<file path="src/rtl/dpsk_bit_tx.sv">
// DPSK transmit bit timing: serializes bytes MSB-first, one differentially encoded symbol
// every BIT_DIV clocks. Define DPSK_TX_PREAMBLE_EN to prefix each burst with raw-1 symbols.
module dpsk_bit_tx #(
    parameter int unsigned BIT_DIV      = 217391,
    parameter int unsigned PREAMBLE_LEN = 16
) (
    input  logic       sys_clk,
    input  logic       rst,
    input  logic [7:0] tx_data,
    input  logic       tx_valid,
    output logic       tx_ready,
    output logic       dpsk_tx_data,
    output logic       dpsk_tx_raw,
    output logic       dpsk_tx_strobe,
    output logic       tx_busy
);

    localparam int unsigned CNT_W = $clog2(BIT_DIV);
    localparam logic [CNT_W-1:0] DIV_LAST = CNT_W'(BIT_DIV - 1);

    if (BIT_DIV < 2 || PREAMBLE_LEN < 1) begin : g_bad_param
        $error("dpsk_bit_tx: BIT_DIV must be >= 2 and PREAMBLE_LEN >= 1");
    end

`ifdef DPSK_TX_PREAMBLE_EN
    localparam int unsigned PRE_W = (PREAMBLE_LEN > 1) ? $clog2(PREAMBLE_LEN) : 1;
    localparam logic [PRE_W-1:0] PRE_LAST = PRE_W'(PREAMBLE_LEN - 1);

    typedef enum logic [1:0] {StIdle, StPreamble, StShift} state_t;

    logic [PRE_W-1:0] r_pre_cnt, w_pre_cnt_nxt;
`else
    typedef enum logic [0:0] {StIdle, StShift} state_t;
`endif

    state_t           r_state, w_state_nxt;
    logic [7:0]       r_shift, w_shift_nxt;
    logic [2:0]       r_bit_cnt, w_bit_cnt_nxt;
    logic [CNT_W-1:0] r_div_cnt, w_div_cnt_nxt;
    logic             r_data, w_data_nxt;
    logic             r_raw, w_raw_nxt;
    logic             r_strobe, w_strobe_nxt;
    logic             r_busy, w_busy_nxt;
    logic             w_div_last, w_byte_last, w_accept;
    logic             w_sym_start, w_sym_bit;

    assign w_div_last  = (r_div_cnt == DIV_LAST);
    assign w_byte_last = (r_state == StShift) && (r_bit_cnt == 3'd7) && w_div_last;
    assign tx_ready    = !rst && ((r_state == StIdle) || w_byte_last);
    assign w_accept    = tx_valid && tx_ready;

    always_comb begin
        w_state_nxt   = r_state;
        w_shift_nxt   = r_shift;
        w_bit_cnt_nxt = r_bit_cnt;
        w_div_cnt_nxt = w_div_last ? '0 : r_div_cnt + 1'b1;
        w_busy_nxt    = r_busy;
        w_sym_start   = 1'b0;
        w_sym_bit     = 1'b0;
`ifdef DPSK_TX_PREAMBLE_EN
        w_pre_cnt_nxt = r_pre_cnt;
`endif
        unique case (r_state)
            StIdle: begin
                w_div_cnt_nxt = '0;
                if (w_accept) begin
                    w_bit_cnt_nxt = '0;
                    w_busy_nxt    = 1'b1;
                    w_sym_start   = 1'b1;
`ifdef DPSK_TX_PREAMBLE_EN
                    w_state_nxt   = StPreamble;
                    w_shift_nxt   = tx_data;
                    w_pre_cnt_nxt = '0;
                    w_sym_bit     = 1'b1;
`else
                    w_state_nxt   = StShift;
                    w_shift_nxt   = {tx_data[6:0], 1'b0};
                    w_sym_bit     = tx_data[7];
`endif
                end
            end
`ifdef DPSK_TX_PREAMBLE_EN
            StPreamble: begin
                if (w_div_last) begin
                    w_sym_start = 1'b1;
                    if (r_pre_cnt == PRE_LAST) begin
                        w_state_nxt   = StShift;
                        w_sym_bit     = r_shift[7];
                        w_shift_nxt   = {r_shift[6:0], 1'b0};
                        w_bit_cnt_nxt = '0;
                    end else begin
                        w_pre_cnt_nxt = r_pre_cnt + 1'b1;
                        w_sym_bit     = 1'b1;
                    end
                end
            end
`endif
            StShift: begin
                if (w_div_last) begin
                    if (r_bit_cnt == 3'd7) begin
                        // Back-to-back byte: continue without a gap or preamble
                        if (w_accept) begin
                            w_sym_start   = 1'b1;
                            w_sym_bit     = tx_data[7];
                            w_shift_nxt   = {tx_data[6:0], 1'b0};
                            w_bit_cnt_nxt = '0;
                        end else begin
                            w_state_nxt = StIdle;
                            w_busy_nxt  = 1'b0;
                        end
                    end else begin
                        w_sym_start   = 1'b1;
                        w_sym_bit     = r_shift[7];
                        w_shift_nxt   = {r_shift[6:0], 1'b0};
                        w_bit_cnt_nxt = r_bit_cnt + 3'd1;
                    end
                end
            end
            default: w_state_nxt = StIdle;
        endcase
        w_strobe_nxt = w_sym_start;
        w_raw_nxt    = w_sym_start ? w_sym_bit : r_raw;
        w_data_nxt   = w_sym_start ? (w_sym_bit ^ r_data) : r_data;
    end

    always_ff @(posedge sys_clk) begin
        if (rst) begin
            r_state   <= StIdle;
            r_shift   <= '0;
            r_bit_cnt <= '0;
            r_div_cnt <= '0;
            r_data    <= 1'b0;
            r_raw     <= 1'b0;
            r_strobe  <= 1'b0;
            r_busy    <= 1'b0;
`ifdef DPSK_TX_PREAMBLE_EN
            r_pre_cnt <= '0;
`endif
        end else begin
            r_state   <= w_state_nxt;
            r_shift   <= w_shift_nxt;
            r_bit_cnt <= w_bit_cnt_nxt;
            r_div_cnt <= w_div_cnt_nxt;
            r_data    <= w_data_nxt;
            r_raw     <= w_raw_nxt;
            r_strobe  <= w_strobe_nxt;
            r_busy    <= w_busy_nxt;
`ifdef DPSK_TX_PREAMBLE_EN
            r_pre_cnt <= w_pre_cnt_nxt;
`endif
        end
    end

    assign dpsk_tx_data   = r_data;
    assign dpsk_tx_raw    = r_raw;
    assign dpsk_tx_strobe = r_strobe;
    assign tx_busy        = r_busy;

endmodule

</file>
<file path="config.mk">
export PLATFORM = sky130hd
export DESIGN_NAME = dpsk_bit_tx
export DESIGN_NICKNAME = d
export VERILOG_FILES = /design/src/rtl/dpsk_bit_tx.sv
export SDC_FILE = /design/constraint.sdc
export NUM_CORES = 1
export LEC_CHECK = 0
export ABC_AREA = 1
export CAP_MARGIN = 30
export CORE_ASPECT_RATIO = 1.1
export CORE_MARGIN = 2
export CORE_UTILIZATION = 35
export DETAILED_ROUTE_END_ITERATION = 7
export GPL_ROUTABILITY_DRIVEN = 0
export SLEW_MARGIN = 20
export SYNTH_ARGS = -nofsm -noshare
export SYNTH_HDL_FRONTEND = slang
export SYNTH_SLANG_ARGS = --single-unit
</file>
<file path="constraint.sdc">
create_clock -name sys_clk -period 1.7 [get_ports sys_clk]
set_input_delay 0.255 -clock sys_clk [delete_from_list [all_inputs] [get_ports sys_clk]]
set_output_delay 0.255 -clock sys_clk [all_outputs]
set_load 0.01 [all_outputs]
</file>
==> results.cfg, run 1 <==
[setup_path]
crit_buf_inv = 2
crit_arrival_ps = 1460
required_ps = 1440
critical_path.cell_chain = inv_2, ha_4, nand3_4, nor2_4, nand2_2, nand2_4, nand2_4, nor2_4, buf_6
worstSetupPathType = register to primary output
max_stage_delay_ps = 330
cp_slowest_cell = dfxtp_2
cp-end-kind = primary output
critical_path_peak_fanout = 2
start_kind = register
crit_family = simple AND/OR/NAND/NOR gates

[pwr]
pwr-share-clk_pct = 36.8
seq_power_share_pct = 50.5
power_density_nw_per_um2 = 700
ir_worst_vdd_mv = 0.463
power_switching_mw = 0.446
p_int_mw = 1.22
p_sw_share_pct = 26.8
p_leak_nw = 0.912
combPwrFrac_pct = 12.7
power_mw = 1.66

[floorplan]
die_h_um = 76.7
fp-row-count = 26
core_region_area_um2 = 4620
die_x_um = 70.1
start_util_pct = 36.4
fp.dieArea_um2 = 5370
ios = 16

[timing]
setup_viol = 1
grt_setup_unrepaired = true
max_freq_ghz = 0.584
slew_headroom_pct = 74.3
fin_worst_hold_slack_ps = 433
maxSlewViolCount = 0
clock_skew_ps = 7.54
worst_slew_pin_slew_ps = 382
fin_crit_sh_pct = 101
finalHoldViolCount = 0
fin_setup_tns_ps = -11.0
timing.final.ws_setup_ps = -11.0
finalCriticalPeriod_ps = 1710

[clock_tree]
cts_hold_buf = 0
insertion_delay_ps = 290
cts.reportedPaths.clkPinSlew_ps = 80
cts_buffer_depth = 2
cts.sinks = 34
cts_tree = yes
cts_buffers = 5
htree_levels = 2
root_buffer = clkbuf_8

[grt]
grt_pass1_wl_mm = 6.15
grt-ovfl-total = 0
grt_antenna_before_repair = 0
grt_max_degree = 14
first_global_vias = 1445
grtUsageTotal_pct = 14.2

[yosys]
ys_types = 30
ys.flop_type = dfxtp_1
yosysSeqAreaShare_pct = 40.5
synthesis.area_um2 = 1680
syn_inst = 220
synth-edff-count = 0
synth_nets = 235
ys_seq_elements = 34
avgSynthCellArea_um2 = 7.64
yosysWarnings = 0
async_flop_share_pct = 0

[final_layout]
fin_util_pct = 51.5
drive_above_1_share_pct = 34.8
final_net_count = 290
final_cells = 332
final_cell_mix = buf_4 (37), nor2_1 (32), dfxtp_1 (27), nand2_1 (23), inv_1 (19)
area_growth_pct = 41.5
layout_commonest_cell = buf_4
diodes = 0
design_area_um2 = 2380

[routing]
remaining_drc_errors = 0
vias = 1546
avgRoutedWirePerCell_um = 10.9
routed_via_density = 4.66
drtAntennaViolNets = 0
routed_wl_mm = 3.61
drtPass1Iterations = 4
drt_iter0_markers = 48

[placed_design]
dp_hpwl_mm = 2.60
port_buffers = 15
post_dp_cell_area_um2 = 2140
place_ws_ps = -181
placedCellCount = 321

[min_path]
hp-class = register to register

[outcome]
status = finished, violations left
violations = negative setup slack

[job]
cap_violations = 0
-- per-layer routing --
layer	wire length [um]	GRT usage (%)	vias up	part of all wire [%]
li1	-	-	829	-
met1	1650	17.0	698	46
met2	1800	24.1	14	50
met3	94	3.94	5	2.6
met4	58	5.19	0	1.6
met5	0	0	-	0
-- path summary, 6_finish.rpt --
path,from,end,slack [ps],depth (start not counted)
setup / recovery,r_div_cnt[0]$_SDFF_PP0_,tx_ready,-10,9
hold / removal,r_bit_cnt[0]$_SDFFE_PP0N_,r_bit_cnt[0]$_SDFFE_PP0N_,430,1
hold reg to reg,r_bit_cnt[0]$_SDFFE_PP0N_,r_bit_cnt[0]$_SDFFE_PP0N_,430,1
setup reg to reg,r_div_cnt[0]$_SDFF_PP0_,r_shift[7]$_SDFFE_PP0N_,70,11
-- worst register-to-register path: cells and delay by family (launching register included) --
family	cells	cell delay (ps)
buf+inv	3	360
compound gates	2	240
flops	1	330
fa+ha+maj	1	130
simple gates	5	470
-- synthesized netlist by cell type, types with 5 or more instances --
cell / count / area [um^2]
nand4_1: 5 / 31.3
inv_1: 20 / 75.1
dfxtp_1: 34 / 681
or2_2: 6 / 37.5
nor2_1: 40 / 150
o21bai_1: 7 / 52.6
o21ai_0: 9 / 45.0
a21oi_2: 7 / 61.3
xor2_1: 5 / 43.8
nor3_1: 6 / 30.0
a21oi_1: 12 / 60.1
nand2_1: 30 / 113
nand3_1: 13 / 65.1
-- registers in the layout, indices dropped and copies added (netlist names) --
signal and cells:
dpsk_tx_raw 1, r_shift 8, r_div_cnt 18, r_bit_cnt 3, tx_busy 1, dpsk_tx_data 1
r_state 1, dpsk_tx_strobe 1
-- power by group through the flow --
stage | Sequential, mW | Clock [mW] | Combinational, mW
after floorplan | 0.859 | 0 | 0.118
after global placement | 0.858 | 0 | 0.195
after detailed placement | 0.859 | 0 | 0.196
after CTS | 0.841 | 0.630 | 0.197
after global routing | 0.845 | 0.657 | 0.235
final | 0.841 | 0.612 | 0.211
-- area by class of cell --
type	instances	area, um^2
Clock buffer	5	68.8
Clock inverter	3	21.3
Fill cell	456	2240
Inverter	20	75.1
Multi-Input combinational cell	160	992
Sequential cell	34	689
Tap cell	56	70.1
Timing Repair Buffer	54	460
-- repair_timing --
action / 4_1_cts / 5_1_grt
pin swaps: 2 / 12
buffers inserted: 1 / 2
resized for setup: 8 / 35
setup endpoints to repair: 9 / 25
-- kinds of logic (layout without fill, tap and decap cells) --
group,after synthesis,after routing,share of synthesized area [%]
AOI/OAI and AO/OA,36,36,13.5
buffers and inverters,26,82,6.85
DFF,34,34,40.5
adders and majority gates,4,4,2.98
and+or+nand+nor,112,112,32.0
xor gates and xnor gates,8,8,4.17
Power figures use the tool's default switching activity.
==> run 2: changes to the inputs <==
--- a/config.mk
+++ b/config.mk
@@ -12,6 +12,7 @@
 export CORE_UTILIZATION = 35
 export DETAILED_ROUTE_END_ITERATION = 7
 export GPL_ROUTABILITY_DRIVEN = 0
+export GPL_TIMING_DRIVEN = 0
 export SLEW_MARGIN = 20
 export SYNTH_ARGS = -nofsm -noshare
 export SYNTH_HDL_FRONTEND = slang
==> results.cfg, run 2 (same netlist as run 1, synthesis figures left out) <==
[final_layout]
multi_input_area_um2 = 1020
layout_commonest_cell = nor2_1
drive_above_1_share_pct = 33.6
final_net_count = 280
area_growth_pct = 37.6
nFillCells = 452
fin_util_pct = 50.1
seq_area_um2 = 699
design_area_um2 = 2310
reg.largest.list = r_div_cnt x18, r_shift x8, r_bit_cnt x3
largest_register_ffs = 18
final_cell_mix = nor2_1 (33), nand2_1 (24), buf_4 (23), dfxtp_1 (23), inv_1 (18)
top_register = r_div_cnt
diodes = 0

[grt]
grt-ovfl-total = 0
grt_pass1_wl_mm = 6.49
grt_antenna_before_repair = 0
grt_max_degree = 11
first_global_vias = 1419
grtUsageTotal_pct = 15.4

[pwr]
power_density_nw_per_um2 = 700
p_leak_nw = 0.839
ir_worst_vdd_mv = 0.471

[clock_tree]
cts_tree = yes
cts_buffers = 5
htree_levels = 2
insertion_delay_ps = 290
cts_buffer_depth = 2
cts.sinks = 34
cts.reportedPaths.clkPinSlew_ps = 70
cts_hold_buf = 0
root_buffer = clkbuf_8

[placed_design]
port_buffers = 14
post_dp_cell_area_um2 = 1890
dp_hpwl_mm = 2.41

[timing]
maxSlewViolCount = 0
setup_viol = 11
finalHoldViolCount = 0
slew_headroom_pct = 70.5
clock_skew_ps = 7.24
finalCriticalPeriod_ps = 1750
worst_slew_pin_slew_ps = 438
fin_crit_sh_pct = 103
fin_setup_tns_ps = -291
max_freq_ghz = 0.572
grt_setup_unrepaired = true
timing.final.ws_setup_ps = -47.2

[floorplan]
fp-row-count = 26
start_util_pct = 36.4
fp.dieArea_um2 = 5370
die_h_um = 76.7
die_x_um = 70.1
core_region_area_um2 = 4620
ios = 16

[job]
cap_violations = 0

[setup_path]
crit_buf_inv = 3
cp_num_cells = 8
cp_slowest_cell = dfxtp_2
cp-end-kind = primary output
timing.rr.start = r_div_cnt[3]$_SDFF_PP0_
start_kind = register
crit_arrival_ps = 1490
required_ps = 1440
rrSetupSlack_ps = -30
critical_path.endpoint = tx_ready
max_stage_delay_ps = 340
critical_path.cell_chain = ha_4, ha_4, nor2_4, buf_8, clkinvlp_4, nand2_2, nor2_2, buf_2
r2r_end = r_div_cnt[16]$_SDFF_PP0_
worstSetupStartpoint = r_bit_cnt[1]$_SDFFE_PP0N_
crit_family = flip-flops
worstSetupPathType = register to primary output
critical_path_peak_fanout = 2
critPathMostFrequentCell = ha_4
reg2reg_depth = 9

[routing]
drtAntennaViolNets = 0
remaining_drc_errors = 0
avgRoutedWirePerCell_um = 12.4
drt_iter0_markers = 87
drtPass1Iterations = 5
routed_via_density = 4.81
routed_wl_mm = 3.98
vias = 1544

[min_path]
hp-class = primary input to register
hold_path_depth = 2

[outcome]
violations = negative setup slack
status = finished, violations left
[run 2: worst reg2reg max path, delay by kind of cell, from the launching register on]
| family | cells | cell delay (ps) |
|---|---|---|
| simple gates | 7 | 850 |
| buf+inv | 2 | 440 |
| flops | 1 | 350 |
[run 2: worst min path at each step]
stage	start	to	slack, ps
after global placement	r_shift[0]$_SDFFE_PP0N_	r_shift[0]$_SDFFE_PP0N_	440
after detailed placement	r_shift[0]$_SDFFE_PP0N_	r_shift[0]$_SDFFE_PP0N_	450
after CTS	rst	r_bit_cnt[1]$_SDFFE_PP0N_	180
after global routing	rst	r_bit_cnt[1]$_SDFFE_PP0N_	190
after floorplan	tx_valid	r_state$_SDFF_PP0_	390
final	rst	r_bit_cnt[1]$_SDFFE_PP0N_	190
[run 2: cell type report]
class / instances / share of cell area (%)
multi-input cells: 161 / 44.1
flip-flops and latches: 34 / 30.2
repair buffers: 37 / 13.5
inverters: 20 / 3.41
clock buffers: 7 / 3.30
well taps: 56 / 3.03
plain buffers: 6 / 2.44
[run 2: repair_timing]
item / in CTS / in global routing
pin swaps: 7 / 8
cloned: 0 / 1
setup endpoints to repair: 28 / 29
endpoints found under the hold margin: 0 / 0
setup buffers: 21 / 3
gates resized for setup: 30 / 24
[run 2: through the flow]
step | setup WS [ps] | total power, mW | cells | hold slack [ps]
floorplan | 163 | 0.977 | 220 | 385
global placement | -462 | 1.04 | 290 | 438
detailed placement | -448 | 1.04 | 290 | 445
CTS | -26.6 | 1.63 | 318 | 175
global route | -167 | 1.70 | 321 | 188
finish | -47.2 | 1.62 | 321 | 190
[run 2: layer usage]
layer / GRT usage (%) / routed length [um] / share of wire [%] / vias to the layer above
met1: 17.5 / 1670 / 42 / 703
met3: 4.34 / 158 / 4.0 / 8
met5: 0 / 0 / 0 / -
met4: 6.35 / 93 / 2.3 / 0
met2: 26.9 / 2060 / 52 / 25
li1: - / - / - / 808
[run 2: where the power goes]
part / switching, mW / leakage, nW / total, mW / internal [mW]
combinational: 0.109 / 0.518 / 0.211 / 0.102
sequential: 0.0167 / 0.283 / 0.841 / 0.824
clock: 0.286 / 0.0383 / 0.567 / 0.282
